## config.mk

```make
export PLATFORM = sky130hd
export DESIGN_NAME = keccak_padder
export DESIGN_NICKNAME = d
export VERILOG_FILES = /design/src/rtl/keccak_padder.sv
export SDC_FILE = /design/constraint.sdc
export NUM_CORES = 2
export LEC_CHECK = 0
export CORE_AREA = 2 2 660 662
export CTS_CLUSTER_DIAMETER = 50
export DETAILED_ROUTE_END_ITERATION = 12
export DIE_AREA = 0 0 662 664
export PLACE_DENSITY = 0.4
export SYNTH_ARGS = -nofsm -noshare
export SYNTH_HDL_FRONTEND = slang
export SYNTH_SLANG_ARGS = --single-unit
```

## constraint.sdc

```tcl
create_clock -name clk -period 31.4 [get_ports clk]
set_input_delay 3.14 -clock clk [delete_from_list [all_inputs] [get_ports clk]]
set_output_delay 3.14 -clock clk [all_outputs]
set_load 0.005 [all_outputs]
```

## src/rtl/keccak_padder.sv

```systemverilog
// SHA3 message padder: packs 64-bit little-endian words into rate lanes,
// applies pad10*1 with domain separation and hands blocks to the core.
module keccak_padder #(
  parameter int          WIDTH      = 64,
  parameter int          RATE_LANES = 17,
  parameter logic [7:0]  DOMAIN     = 8'h06
) (
  input  logic                        clk,
  input  logic                        rst,
  input  logic [WIDTH-1:0]            msg_data,
  input  logic [3:0]                  msg_bytes,
  input  logic                        msg_valid,
  input  logic                        msg_last,
  output logic                        msg_ready,
  output logic [0:4][0:4][WIDTH-1:0]  blk_data,
  output logic                        blk_valid,
  output logic                        blk_last,
  input  logic                        blk_ready,
  output logic [4:0]                  lane_cnt
);

  localparam int LAST = RATE_LANES - 1;
  localparam int IW   = (RATE_LANES > 1) ? $clog2(RATE_LANES) : 1;

  typedef enum logic [1:0] {
    FILL,
    SEND,
    PAD
  } state_e;

  state_e                           state_q, state_d;
  logic [RATE_LANES-1:0][WIDTH-1:0] lanes_q, lanes_d;
  logic [4:0]                       cnt_q, cnt_d;
  logic                             pend_q, pend_d;
  logic                             last_q, last_d;

  logic [3:0]       word_bytes;
  logic             full;
  logic [5:0]       sh;
  logic [WIDTH-1:0] one;
  logic [WIDTH-1:0] mask;
  logic [WIDTH-1:0] dom_lane;
  logic [WIDTH-1:0] dom_at;
  logic [IW-1:0]    idx;
  logic [IW-1:0]    nidx;

  // Illegal byte counts collapse to a full word.
  always_comb begin
    word_bytes = msg_bytes;
    if (!msg_last || (msg_bytes > 4'd8)) begin
      word_bytes = 4'd8;
    end
  end

  assign full     = (word_bytes == 4'd8);
  assign sh       = {word_bytes[2:0], 3'b000};
  assign one      = WIDTH'(1);
  assign mask     = (one << sh) - one;
  assign dom_lane = {{(WIDTH-8){1'b0}}, DOMAIN};
  assign dom_at   = dom_lane << sh;
  assign idx      = cnt_q[IW-1:0];
  assign nidx     = IW'(cnt_q + 5'd1);

  always_comb begin
    state_d = state_q;
    lanes_d = lanes_q;
    cnt_d   = cnt_q;
    pend_d  = pend_q;
    last_d  = last_q;
    unique case (state_q)
      FILL: begin
        if (msg_valid) begin
          cnt_d = cnt_q + 5'd1;
          if (!msg_last) begin
            lanes_d[idx] = msg_data;
            if (cnt_q == 5'(LAST)) begin
              state_d = SEND;
              last_d  = 1'b0;
            end
          end else if (!full) begin
            lanes_d[idx] = (msg_data & mask) | dom_at;
            lanes_d[LAST][WIDTH-1 -: 8] =
              lanes_d[LAST][WIDTH-1 -: 8] | 8'h80;
            state_d = SEND;
            last_d  = 1'b1;
          end else if (cnt_q != 5'(LAST)) begin
            lanes_d[idx]  = msg_data;
            lanes_d[nidx] = dom_lane;
            lanes_d[LAST][WIDTH-1 -: 8] =
              lanes_d[LAST][WIDTH-1 -: 8] | 8'h80;
            state_d = SEND;
            last_d  = 1'b1;
          end else begin
            // Word fills the block exactly: padding needs its own block.
            lanes_d[idx] = msg_data;
            state_d      = SEND;
            last_d       = 1'b0;
            pend_d       = 1'b1;
          end
        end
      end
      SEND: begin
        if (blk_ready) begin
          lanes_d = '0;
          cnt_d   = 5'd0;
          last_d  = 1'b0;
          state_d = pend_q ? PAD : FILL;
        end
      end
      PAD: begin
        lanes_d = '0;
        lanes_d[0][7:0] = DOMAIN;
        lanes_d[LAST][WIDTH-1 -: 8] =
          lanes_d[LAST][WIDTH-1 -: 8] | 8'h80;
        pend_d  = 1'b0;
        last_d  = 1'b1;
        state_d = SEND;
      end
      default: begin
        state_d = FILL;
      end
    endcase
  end

  always_ff @(posedge clk or posedge rst) begin
    if (rst) begin
      state_q <= FILL;
      lanes_q <= '0;
      cnt_q   <= 5'd0;
      pend_q  <= 1'b0;
      last_q  <= 1'b0;
    end else begin
      state_q <= state_d;
      lanes_q <= lanes_d;
      cnt_q   <= cnt_d;
      pend_q  <= pend_d;
      last_q  <= last_d;
    end
  end

  assign msg_ready = (state_q == FILL);
  assign blk_valid = (state_q == SEND);
  assign blk_last  = last_q;
  assign lane_cnt  = cnt_q;

  // Lane i sits at [i%5][i/5]; capacity lanes are tied to zero.
  for (genvar x = 0; x < 5; x++) begin : g_x
    for (genvar y = 0; y < 5; y++) begin : g_y
      localparam int IDX = x + 5 * y;
      if (IDX < RATE_LANES) begin : g_rate
        assign blk_data[x][y] = lanes_q[IDX];
      end else begin : g_cap
        assign blk_data[x][y] = '0;
      end
    end
  end

endmodule

```

## Word level (Yosys, flattened, before mapping)

Cells that the tools add are included.

- $add $sub $neg: 2
- $lt $le $gt $ge: 5
- Eq/ne operators: 11
- Shift-type cells: 2
- Mux-type cells: 34
- Bitwise logic cells: 5
- Reduce and logical (&&, ||, !) cells: 13

Operators with widths:

| operator | count |
|---|---|
| $mux 1088 | 5 |
| $pmux 1088 s3 | 1 |
| $bwmux 1088 | 2 |
| $and 1053x1053->1053 | 1 |
| $not 1053->1053 | 1 |
| $demux 64 s5 | 2 |
| $mux 64 | 2 |
| $and 64x64->64 | 1 |
| $or 64x64->64 | 1 |
| $shl 1x6->64 const A | 1 |
| $shl 3x6->64 const A | 1 |
| $sub 64x1->64 const B | 1 |
| $or 34x34->34 | 1 |
| $lt 5x6->1 const B | 2 |
| $ge 5x1->1 const B | 2 |
| $mux 1 | 10 |
| $mux 2 | 5 |
| $mux 5 | 2 |
| $pmux 5 s2 | 1 |
| $reduce_and 3->1 | 3 |
| $ne 2x2->1 const B | 3 |
| $pmux 2 s3 | 1 |
| $add 5x1->5 const B | 1 |
| $eq 5x5->1 const B | 1 |
| other kinds (18) | 21 |

- Register bits after elaboration: 1097
- Output and inout bits: 1608
- Logic and storage cells: 93

## Depth between registers and ports, before layout

- Word-level depth: 12
- Gate-level depth with buffers: 12

## Least setup slack after synthesis

Ideal clock, no wire load.

- Path type: input to register
- Start: input msg_bytes[3]
- End: register lanes_q (netlist bit blk_data[940])
- Library setup time: 0.067 ns
- Data arrival time: 5.726 ns
- Data required time: 31.333 ns
- Path slack: 25.606 ns
- Stages: 11
- Cells stage by stage: nand2b_1 -> clkbuf_1 -> nor2_1 -> clkbuf_1 -> ha_1 -> inv_1 -> o21ai_0 -> clkbuf_1 -> nand2_1 -> nor2_1 -> a32o_1

- Cells in the longest elaborated chain, start to end: 12
- Elaborated cells on any way between the ends: 14

RTL lines:

| item | line | text |
|---|---|---|
| start, declared | 11 | `input logic [3:0] msg_bytes,` |
| $gt 4x4->1 | 50 | `if (!msg_last \|\| (msg_bytes > 4'd8)) begin` |
| $logic_or 1x1->1 | 50 |  |
| $mux 4 * | 50 |  |
| $shl 1x6->64 | 58 | `assign mask = (one << sh) - one;` |
| $sub 64x1->64 | 58 |  |
| $and 64x64->64 | 81 | `lanes_d[idx] = (msg_data & mask) \| dom_at;` |
| $or 64x64->64 | 81 |  |
| $bwmux 1088 | 81 |  |
| $mux 1088 * | 80 | `end else if (!full) begin` |
| $mux 1088 * | 74 | `if (!msg_last) begin` |
| $mux 1088 * | 72 | `if (msg_valid) begin` |
| $pmux 1088 s3 * | 70 | `unique case (state_q)` |
| end signal, assigned | 134 | `lanes_q <= lanes_d;` |
| end, declared | 32 | `logic [RATE_LANES-1:0][WIDTH-1:0] lanes_q, lanes_d;` |

Every way passes the cells marked *; elsewhere a longest branch is shown, timed or not. The select of a mux whose other input is x is not followed.
A chain may end at the register's enable or synchronous reset.

## Final worst setup path

- Start: input msg_last
- End: register lanes_q (netlist bit blk_data[204])

- Cells in the longest elaborated chain, start to end: 12
- Elaborated cells on any way between the ends: 14

RTL lines:

| item | line | text |
|---|---|---|
| start, declared | 13 | `input logic msg_last,` |
| $logic_not 1->1 | -- |  |
| $logic_or 1x1->1 | 50 |  |
| $mux 4 | 50 |  |
| $shl 1x6->64 | 58 |  |
| $sub 64x1->64 | 58 |  |
| $and 64x64->64 | 81 |  |
| $or 64x64->64 | 81 |  |
| $bwmux 1088 | 81 |  |
| $mux 1088 | 80 |  |
| $mux 1088 * | 74 |  |
| $mux 1088 * | 72 |  |
| $pmux 1088 s3 * | 70 |  |

Marked as above.

==> insert_results.sql <==
INSERT INTO impl_metrics (metric_group, metric, value, unit) VALUES
('power_and_ir_drop', 'total_power_density_per_cell_area', '80.5', 'nW/um2'),
('layout', 'layout.cell_area.non_filler', '75300', 'um2'),
('sta', 'unrepaired_setup_endpoints_after_global_routing', 'no', ''),
('sta', 'clock.fmax', '0.134', 'GHz'),
('floorplanning', 'placement_rows', '242', ''),
('clocking', 'clk_root_buffer_cell', 'sky130_fd_sc_hd__clkbuf_16', ''),
('layout', 'syn2layout_area_growth', '50.6', '%'),
('power_and_ir_drop', 'clock_power_frac', '0.410', ''),
('global_route', 'grt_start_max_net_pins', '158', ''),
('placement', 'dpl.hpwl', '318', 'mm'),
('sta', 'timing.max_slew.rel_slack', '0.0141', ''),
('yosys', 'synth_ff_type', 'sky130_fd_sc_hd__dfrtp_1', ''),
('yosys', 'post_synth_inst_count', '4693', ''),
('clocking', 'clk_latency', '0.93', 'ns'),
('global_route', 'antenna_found_initial', '103', ''),
('yosys', 'ys.warnings.count', '0', ''),
('critical_path', 'timing.critical_path.cells', 'clkdlybuf4s50_1, buf_4, nand2b_4, nor2_2, buf_4, ha_1, inv_1, nand2_1, nand2_1, nor2_2, a22o_1', ''),
('hold_path', 'min_delay_path_depth', '1', ''),
('yosys', 'synth_async_sr_flop_share', '1.00', ''),
('yosys', 'synth_seq_cells', '1097', ''),
('critical_path', 'timing.critical_path.max_delay_family', 'simple AND/OR/NAND/NOR gates', ''),
('layout', 'final_layout_size_suffix_gt1_frac', '0.125', ''),
('sta', 'final_hold_violations', '0', ''),
('detailed_routing', 'vias', '46241', ''),
('detailed_routing', 'via_per_inst', '3.89', ''),
('power_and_ir_drop', 'p_int', '3590', 'uW'),
('critical_path', 'worstReg2RegEnd', 'blk_data[613]', ''),
('floorplanning', 'die_height', '664', 'um'),
('critical_path', 'r2r_cells', '9', ''),
('placement', 'number_of_input_and_output_port_buffers_inserted', '1168', ''),
('clocking', 'htreeDepth', '4', ''),
('global_route', 'via_count_of_the_first_global_routing_pass', '44898', ''),
('placement', 'routability_congestion_estimate', '0.880', ''),
('sta', 'period_minus_slack', '7.49', 'ns'),
('floorplanning', 'io_pins', '1681', ''),
('critical_path', 'worstSetupPathDepth', '11', ''),
('floorplanning', 'fp.coreArea', '433000', 'um2'),
('power_and_ir_drop', 'pwr-share-comb', '0.319', ''),
('sta', 'totalNegativeSetupSlack', '0', 'ns'),
('critical_path', 'timing.rr.start', 'state_q[0]', ''),
('detailed_routing', 'wl', '417', 'mm'),
('critical_path', 'slowest_delay', '0.84', 'ns'),
('run_status', 'status', 'complete, but fails checks', ''),
('power_and_ir_drop', 'share_seq_of_total_power', '0.271', ''),
('clocking', 'buffer_levels_on_the_longest_clock_path', '4', ''),
('power_and_ir_drop', 'vdd.ir_drop.worst', '0.0570', 'mV'),
('global_route', 'grt_first_pass_wirelength', '521', 'mm'),
('clocking', 'tritoncts', 'yes', ''),
('clocking', 'cts_setup_buffers', '0', ''),
('sta', 'final_slew_violations', '0', ''),
('sta', 'worst-slew-pin-transition', '1.47', 'ns'),
('global_route', 'track_usage', '0.183', ''),
('hold_path', 'hold_path.class', 'flop to flop', ''),
('layout', 'layout_commonest_cell', 'sky130_fd_sc_hd__clkdlybuf4s50_1', ''),
('sta', 'layout_worst_path_cycle_share', '0.238', ''),
('critical_path', 'cp_data_arrival_time', '8.30', 'ns'),
('clocking', 'cts_resized', '0', ''),
('critical_path', 'end_kind', 'flop', ''),
('critical_path', 'critical_path_peak_fanout', '47', ''),
('critical_path', 'worstPathRequired', '32.21', 'ns'),
('job', 'maxCapViolations', '1', ''),
('critical_path', 'reg2reg_setup_slack', '26.52', 'ns'),
('critical_path', 'cp-startpoint', 'msg_last', ''),
('floorplanning', 'floorplan.die_area', '440000', 'um2'),
('detailed_routing', 'routedWlPerCell', '35.1', 'um'),
('detailed_routing', 'post-route-drc-count', '0', ''),
('run_status', 'violated_checks', 'max-capacitance violations', ''),
('sta', 'setup_viol', '0', ''),
('yosys', 'post_synth_instance_area', '50000', 'um2'),
('critical_path', 'critPathCapture', 'blk_data[204]', ''),
('clocking', 'clock_sink_count', '1097', '');
==> worst min-delay path by stage <==
| stage | from | endpoint | slack [ns] |
|---|---|---|---|
| after global placement | blk_data[1227] | blk_data[1227] | 0.47 |
| after floorplan | pend_q | pend_q | 0.44 |
| after detailed placement | pend_q | pend_q | 0.47 |
| after CTS | blk_data[1081] | blk_data[1081] | 0.48 |
| after global routing | blk_data[1139] | blk_data[1139] | 0.49 |
| final | blk_data[1081] | blk_data[1081] | 0.47 |
==> state kept, by name (all words and copies together) (netlist names), named ones only <==
| signal | cells |
|---|---|
| blk_data | 1086 |
| blk_last | 1 |
| lane_cnt | 5 |
| pend_q | 1 |
| state_q | 2 |
==> cell families (layout without fill, tap and decap cells) <==
kind of cell               after synthesis  after routing  synth area share
AOI/OAI and AO/OA                     1699           1699             0.248
DFF                                   1097           1097             0.549
and+or+nand+nor                        943            943            0.0812
buffers and inverters                  899           1791             0.110
muxes                                   40             40           0.00801
adders and majority gates               12             12           0.00300
xor gates and xnor gates                 2              2          0.000350
other                                    1            560         0.0000750
==> power by group through the flow <==
stage	registers [uW]	clock network (uW)	logic [uW]
4_1_cts	1640	2550	1980
3_3_place_gp	1660	0	1960
6_report	1640	2490	1930
5_1_grt	1660	2600	2020
2_1_floorplan	1650	0	778
3_5_place_dp	1660	0	1980
==> routing by layer <==
metal | vias up | GRT usage | routed length, um
li1 | 18687 | - | -
met2 | 2847 | 0.313 | 204000
met1 | 24039 | 0.204 | 153000
met4 | 10 | 0.100 | 26800
met5 | - | 0 | 69
met3 | 658 | 0.0493 | 33200
==> layout make-up <==
class / count / area (um2)
diodes: 48 / 120
flip-flops and latches: 1097 / 27500
multi-input cells: 3208 / 19600
well taps: 5734 / 7170
fillers: 47666 / 357000
clock buffers: 251 / 5710
inverters: 23 / 90.1
repair buffers: 1377 / 13200
clock inverters: 140 / 1890
==> through the flow <==
step | total power, uW | utilization | setup WS (ns) | std cells | hold WS [ns]
3_5_place_dp | 3640 | 0.156 | 23.00 | 11439 | 0.467
6_report | 6060 | 0.174 | 23.91 | 11878 | 0.475
5_1_grt | 6280 | 0.174 | 23.53 | 11837 | 0.494
2_1_floorplan | 2430 | - | 13.13 | 5204 | 0.439
3_3_place_gp | 3620 | 0.156 | 23.05 | 11439 | 0.466
4_1_cts | 6170 | 0.174 | 23.98 | 11830 | 0.479
==> Yosys cell counts (14+ instances only) <==
library cell | count | area [um2]
sky130_fd_sc_hd__a21oi_1 | 340 | 1700
sky130_fd_sc_hd__o21ai_0 | 332 | 1660
sky130_fd_sc_hd__a21o_1 | 21 | 158
sky130_fd_sc_hd__buf_1 | 20 | 75.1
sky130_fd_sc_hd__a221oi_1 | 19 | 166
sky130_fd_sc_hd__buf_4 | 516 | 3870
sky130_fd_sc_hd__inv_1 | 22 | 82.6
sky130_fd_sc_hd__nor2_1 | 209 | 785
sky130_fd_sc_hd__and3_1 | 30 | 188
sky130_fd_sc_hd__nor3_1 | 38 | 190
sky130_fd_sc_hd__a211oi_1 | 14 | 105
sky130_fd_sc_hd__nand2b_1 | 19 | 119
sky130_fd_sc_hd__buf_2 | 78 | 390
sky130_fd_sc_hd__mux2i_1 | 40 | 400
sky130_fd_sc_hd__nand3_1 | 40 | 200
sky130_fd_sc_hd__and2_1 | 16 | 100
sky130_fd_sc_hd__a31oi_1 | 36 | 225
sky130_fd_sc_hd__nand2_1 | 530 | 1990
sky130_fd_sc_hd__a32o_1 | 32 | 320
sky130_fd_sc_hd__a221o_1 | 31 | 310
sky130_fd_sc_hd__a22o_1 | 458 | 4010
sky130_fd_sc_hd__o2bb2ai_1 | 170 | 1490
sky130_fd_sc_hd__dfrtp_1 | 1097 | 27500
sky130_fd_sc_hd__o2bb2ai_2 | 37 | 556
sky130_fd_sc_hd__o221ai_1 | 53 | 464
sky130_fd_sc_hd__o21ai_1 | 34 | 170
sky130_fd_sc_hd__clkbuf_1 | 254 | 953
(Power assumes the default switching activity.)
